## config.mk

```make
export PLATFORM = sky130hd
export DESIGN_NAME = if_id_queue_flat
export DESIGN_NICKNAME = d
export VERILOG_FILES = /design/src/rtl/if_id_queue_if.sv /design/src/rtl/if_id_queue.sv /design/src/flat_wrapper.sv
export SDC_FILE = /design/constraint.sdc
export NUM_CORES = 1
export LEC_CHECK = 0
export CORE_MARGIN = 2
export CORE_UTILIZATION = 50
export CTS_BUF_LIST = sky130_fd_sc_hd__clkbuf_4 sky130_fd_sc_hd__clkbuf_8
export DETAILED_ROUTE_END_ITERATION = 10
export PLACE_DENSITY = 0.82
export SYNTH_ARGS = -nofsm -noshare
export SYNTH_HDL_FRONTEND = slang
export SYNTH_SLANG_ARGS = --single-unit
```

## constraint.sdc

```tcl
create_clock -name clk -period 9.6 [get_ports clk]
set_input_delay 1.92 -clock clk [delete_from_list [all_inputs] [get_ports clk]]
set_output_delay 1.92 -clock clk [all_outputs]
set_load 0.01 [all_outputs]
```

## src/rtl/if_id_queue_if.sv

```systemverilog
// rtl/if_id_queue_if.sv - fetch/decode handshake bundle for the IF/ID queue
interface if_id_queue_if #(
    parameter int ADDR_W = 32,
    parameter int DATA_W = 32
);
    logic              if_valid;
    logic              if_ready;
    logic [ADDR_W-1:0] if_pc;
    logic [DATA_W-1:0] if_instr;
    logic [ADDR_W-1:0] if_pc_plus4;
    logic              id_valid;
    logic              id_ready;
    logic [ADDR_W-1:0] id_pc;
    logic [DATA_W-1:0] id_instr;
    logic [ADDR_W-1:0] id_pc_plus4;
    logic              id_is_ctrl;

    // Pipeline side: fetch offers entries, decode consumes them
    modport master (
        output if_valid, if_pc, if_instr, if_pc_plus4, id_ready,
        input  if_ready, id_valid, id_pc, id_instr, id_pc_plus4, id_is_ctrl
    );

    // Queue side
    modport slave (
        input  if_valid, if_pc, if_instr, if_pc_plus4, id_ready,
        output if_ready, id_valid, id_pc, id_instr, id_pc_plus4, id_is_ctrl
    );
endinterface

```

## src/rtl/if_id_queue.sv

```systemverilog
// rtl/if_id_queue.sv - circular FIFO decoupling fetch from decode with redirect flush
module if_id_queue #(
    parameter int              ADDR_W = 32,
    parameter int              DATA_W = 32,
    parameter int              DEPTH  = 2,
    parameter logic [DATA_W-1:0] NOP  = 32'h0000_0013,
    localparam int             PTR_W  = $clog2(DEPTH),
    localparam int             CNT_W  = $clog2(DEPTH) + 1
) (
    input  logic               clk,
    input  logic               rst_n,
    input  logic               flush,
    if_id_queue_if.slave       bus,
    output logic [CNT_W-1:0]   count
);

    localparam logic [CNT_W-1:0] DEPTH_C = CNT_W'(DEPTH);
    localparam logic [CNT_W-1:0] ONE_C   = CNT_W'(1);
    localparam logic [PTR_W-1:0] PTR_ONE = PTR_W'(1);

    logic [ADDR_W-1:0] pc_mem    [DEPTH];
    logic [DATA_W-1:0] instr_mem [DEPTH];
    logic [ADDR_W-1:0] plus4_mem [DEPTH];

    logic [PTR_W-1:0] wr_ptr;
    logic [PTR_W-1:0] rd_ptr;
    logic             push;
    logic             pop;
    logic             not_empty;
    logic [DATA_W-1:0] head_instr;

    // if_ready looks only at occupancy so decode back-pressure never reaches fetch combinationally
    assign bus.if_ready = (count < DEPTH_C);
    assign not_empty    = (count != '0);
    assign bus.id_valid = not_empty;

    assign push = bus.if_valid & bus.if_ready & ~flush;
    assign pop  = not_empty & bus.id_ready & ~flush;

    assign head_instr      = instr_mem[rd_ptr];
    assign bus.id_pc       = not_empty ? pc_mem[rd_ptr]    : '0;
    assign bus.id_pc_plus4 = not_empty ? plus4_mem[rd_ptr] : '0;
    assign bus.id_instr    = not_empty ? head_instr        : NOP;

    // jal, jalr and branch opcodes mark the head as a control-flow instruction
    assign bus.id_is_ctrl = not_empty &&
                            ((head_instr[6:0] == 7'b1101111) ||
                             (head_instr[6:0] == 7'b1100111) ||
                             (head_instr[6:0] == 7'b1100011));

    // Entry storage: written on accepted pushes only, contents need no reset
    always_ff @(posedge clk) begin
        if (push) begin
            pc_mem[wr_ptr]    <= bus.if_pc;
            instr_mem[wr_ptr] <= bus.if_instr;
            plus4_mem[wr_ptr] <= bus.if_pc_plus4;
        end
    end

    // Pointers and occupancy; flush discards everything including this cycle's push/pop
    always_ff @(posedge clk or negedge rst_n) begin
        if (!rst_n) begin
            wr_ptr <= '0;
            rd_ptr <= '0;
            count  <= '0;
        end else if (flush) begin
            wr_ptr <= '0;
            rd_ptr <= '0;
            count  <= '0;
        end else begin
            if (push) begin
                wr_ptr <= wr_ptr + PTR_ONE;
            end
            if (pop) begin
                rd_ptr <= rd_ptr + PTR_ONE;
            end
            case ({push, pop})
                2'b10:   count <= count + ONE_C;
                2'b01:   count <= count - ONE_C;
                default: count <= count;
            endcase
        end
    end

    a_count_bound: assert property (@(posedge clk) disable iff (!rst_n) count <= DEPTH_C)
        else $error("if_id_queue occupancy exceeded DEPTH");

endmodule
```

## src/flat_wrapper.sv

```systemverilog
// flat-port wrapper written by rule: the top's interface ports become plain ports
module if_id_queue_flat 
#(
    parameter int              ADDR_W = 32,
    parameter int              DATA_W = 32,
    parameter int              DEPTH  = 2,
    parameter logic [DATA_W-1:0] NOP  = 32'h0000_0013,
    localparam int             PTR_W  = $clog2(DEPTH),
    localparam int             CNT_W  = $clog2(DEPTH) + 1
)
  (clk, rst_n, flush, count, bus_if_valid, bus_if_pc, bus_if_instr, bus_if_pc_plus4, bus_id_ready, bus_if_ready, bus_id_valid, bus_id_pc, bus_id_instr, bus_id_pc_plus4, bus_id_is_ctrl);
  if_id_queue_if #(.ADDR_W(ADDR_W), .DATA_W(DATA_W)) bus_i ();
  input  logic clk;
  input  logic rst_n;
  input  logic flush;
  output logic [CNT_W-1:0] count;
  input wire logic [$bits(bus_i.if_valid)-1:0] bus_if_valid;
  input wire logic [$bits(bus_i.if_pc)-1:0] bus_if_pc;
  input wire logic [$bits(bus_i.if_instr)-1:0] bus_if_instr;
  input wire logic [$bits(bus_i.if_pc_plus4)-1:0] bus_if_pc_plus4;
  input wire logic [$bits(bus_i.id_ready)-1:0] bus_id_ready;
  output wire logic [$bits(bus_i.if_ready)-1:0] bus_if_ready;
  output wire logic [$bits(bus_i.id_valid)-1:0] bus_id_valid;
  output wire logic [$bits(bus_i.id_pc)-1:0] bus_id_pc;
  output wire logic [$bits(bus_i.id_instr)-1:0] bus_id_instr;
  output wire logic [$bits(bus_i.id_pc_plus4)-1:0] bus_id_pc_plus4;
  output wire logic [$bits(bus_i.id_is_ctrl)-1:0] bus_id_is_ctrl;
  assign bus_i.if_valid = bus_if_valid;
  assign bus_i.if_pc = bus_if_pc;
  assign bus_i.if_instr = bus_if_instr;
  assign bus_i.if_pc_plus4 = bus_if_pc_plus4;
  assign bus_i.id_ready = bus_id_ready;
  assign bus_if_ready = bus_i.if_ready;
  assign bus_id_valid = bus_i.id_valid;
  assign bus_id_pc = bus_i.id_pc;
  assign bus_id_instr = bus_i.id_instr;
  assign bus_id_pc_plus4 = bus_i.id_pc_plus4;
  assign bus_id_is_ctrl = bus_i.id_is_ctrl;
  if_id_queue #(.ADDR_W(ADDR_W), .DATA_W(DATA_W), .DEPTH(DEPTH), .NOP(NOP)) u_core (.clk(clk), .rst_n(rst_n), .flush(flush), .bus(bus_i), .count(count));
endmodule
```

==> impl_metrics.tcl <==
set metrics [dict create \
    status "finished clean" \
    path_buf_inv 2 \
    slowest_stage "dfrtp_4" \
    power_density_nw_per_um2 171 \
    crit-reg2reg-launch "u_core.count[1]" \
    finalSetupTns_ps 0 \
    drtPass1Iterations 5 \
    cp_top_family "buffers and inverters" \
    syn_inst 437 \
    yosysSeqAreaShare_pct 78.0 \
    ir_drop_v 0.000117 \
    r2r_slack_ps 7450 \
    die_h_um 127 \
    antenna_found_initial 2 \
    vias 4327 \
    fin_total_pwr_mw 1.72 \
    most-common-layout-cells "clkdlybuf4s50_1, edfxtp_1, mux2i_1, nor2_1, clkbuf_8" \
    clockRootBuffer "clkbuf_8" \
    finalMaxSlewViolations 0 \
    dr.first_iter.drc_count 292 \
    maxCapViolCount 0 \
    hold_start "u_core.wr_ptr" \
    grt_start_max_net_pins 62 \
    hpwl_um 9770 \
    nNetsFinal 743 \
    cp-end-kind "output port" \
    core_sq_um 14600 \
    vias_per_cell 5.15 \
    cp_cell_sequence "buf_4 > nand2_1 > a2111oi_0 > o21a_1 > clkdlybuf4s50_1" \
    ios 202 \
    rr_endpoint "u_core.instr_mem[1][19]" \
    worstSetupPathType "reg2out" \
    finalCritPeriodShare_pct 57.2 \
    p_seq_share_pct 58.3 \
    fmax_mhz 182 \
    grt_pass1_wl_um 22500 \
    cp.arrival_ps 3570 \
    ys_types 22 \
    track_usage_pct 18.4 \
    cts_tree "done" \
    fin_area_sq_um 10000 \
    synth.net_count 538 \
    clock_path_buffers 2 \
    cts.sink_count 196 \
    switchingPower_mw 0.393 \
    clock_latency_ps 450 \
    gp_congestion 0.771 \
    leakagePower_nw 3.27 \
    clock_power_share_pct 27.4 \
    place_ws_ps 4570 \
    drive_gt1_share_pct 5.95 \
    worst_slew_pin_slew_ps 1060 \
    fin_crit_ps 5490 \
    place_area_sq_um 9680 \
    switching_share_pct 22.9 \
    fin_skew_ps 10.7 \
    max_stage_delay_ps 1110 \
    avgSynthCellArea_sq_um 17.2 \
    ant_nets 0 \
    cp_max_fo 58 \
    rsz0062_at_grt "false" \
    start_kind "flop" \
    die-area_sq_um 16000 \
    n_fill_cell 970 \
    r2r_cells 3 \
    worst_slack_ps 4110 \
    post_cts_buffers 0 \
    overflow 0 \
    internal_power_mw 1.32 \
    start_util_pct 51.5 \
    final_common_cell "clkdlybuf4s50_1" \
    hold_depth 2 \
    htree_num_levels 4 \
    synth-seq-cells 196 \
    ctsResizeCount 0 \
    min_to "u_core.wr_ptr" \
    row_count 44 \
    drt_wl_total_um 14700 \
    slew_headroom_pct 29.1 \
    setup_violations 0 \
    hold_path.class "reg2reg" \
    route.detailed.drc 0 \
    port_buffers 201 \
    power_frac_comb_pct 14.3 \
    cts_buffers 17 \
    syn_to_final_growth_pct 33.5 \
    path_clk_slew_ps 80 \
    holdWs_ps 620 \
    ctsHoldBuffers 0 \
    detail_route.wl_per_cell_um 17.6 \
    first_global_vias 4449 \
    final_hold_viol_count 0 \
    critPathRequiredTime_ps 7680 \
    synthesis.area_sq_um 7520 \
    yosys_warnings 0 \
    die_x_um 127 \
]
power groups by stage:
| stage | logic, mW | registers (mW) | clock network [mW] |
|---|---|---|---|
| 2_1_floorplan | 0.121 | 1.01 | 0 |
| 3_3_place_gp | 0.242 | 1.02 | 0 |
| 3_5_place_dp | 0.247 | 1.02 | 0 |
| 4_1_cts | 0.248 | 1.00 | 0.482 |
| 5_1_grt | 0.263 | 1.00 | 0.516 |
| 6_report | 0.245 | 1.00 | 0.470 |
stage by stage:
step                util [%]  cells
detailed placement      66.4    807
global route            68.8    839
global placement        66.4    807
floorplan                  -    437
finish                  68.8    840
CTS                     68.8    839
flip-flops by register name, indices dropped and copies added (netlist names):
signal / count
u_core.count: 2
u_core.wr_ptr: 1
u_core.pc_mem: 64
u_core.rd_ptr: 1
u_core.instr_mem: 64
u_core.plus4_mem: 64
cell type report:
class / count / area, sq um / share of cell area, %
diodes: 1 / 2.50 / 0.0249
flip-flops and latches: 196 / 5870 / 58.5
multi-input cells: 216 / 1510 / 15.1
clock inverters: 12 / 90.1 / 0.898
inverters: 4 / 15.0 / 0.150
repair buffers: 207 / 2060 / 20.5
well taps: 184 / 230 / 2.29
clock buffers: 20 / 256 / 2.56
logic make-up after synthesis:
| family | Yosys count | synth area share [%] |
|---|---|---|
| buf+inv | 25 | 2.15 |
| flops | 196 | 78.0 |
| mux | 96 | 12.8 |
| simple gates | 109 | 5.78 |
| xor+xnor | 2 | 0.233 |
| compound gates | 9 | 1.02 |
cells in the mapped netlist, drive strengths merged:
master     n  area [sq um]
inv        4          15.0
a2111oi    2          36.3
nand2      7          26.3
nor3       1          5.00
nor2b      2          12.5
mux2i     96           961
clkbuf     3          11.3
nor2      95           357
edfxtp   192          5770
nand2b     3          26.3
o21ai      2          10.0
a21o       1          7.51
dfrtp      4           100
a21oi      3          15.0
nor3b      1          7.51
o21a       1          7.51
xor2       2          17.5
buf       18           135
per-layer routing:
layer / routed length, um / global-route usage (%)
met5: 16 / 0
met1: 6010 / 22.6
met3: 1390 / 7.30
met2: 7110 / 29.7
met4: 222 / 6.85
worst min-delay path, cell delays in order, from the launching register on:
cell and delay, ps:
dfrtp_1 410, xor2_1 90, nor2_1 80
how the worst max path moves through the flow:
stage	start	endpoint	slack, ps	depth (start not counted)
4_1_cts	u_core.rd_ptr	bus_id_is_ctrl	4060	5
3_5_place_dp	u_core.rd_ptr	bus_id_is_ctrl	4570	5
3_3_place_gp	u_core.rd_ptr	bus_id_is_ctrl	4590	5
2_1_floorplan	bus_if_valid	u_core.instr_mem[0][0]	350	2
5_1_grt	u_core.rd_ptr	bus_id_is_ctrl	3820	5
6_report	u_core.rd_ptr	bus_id_is_ctrl	4110	5
(Power assumes the default switching activity.)
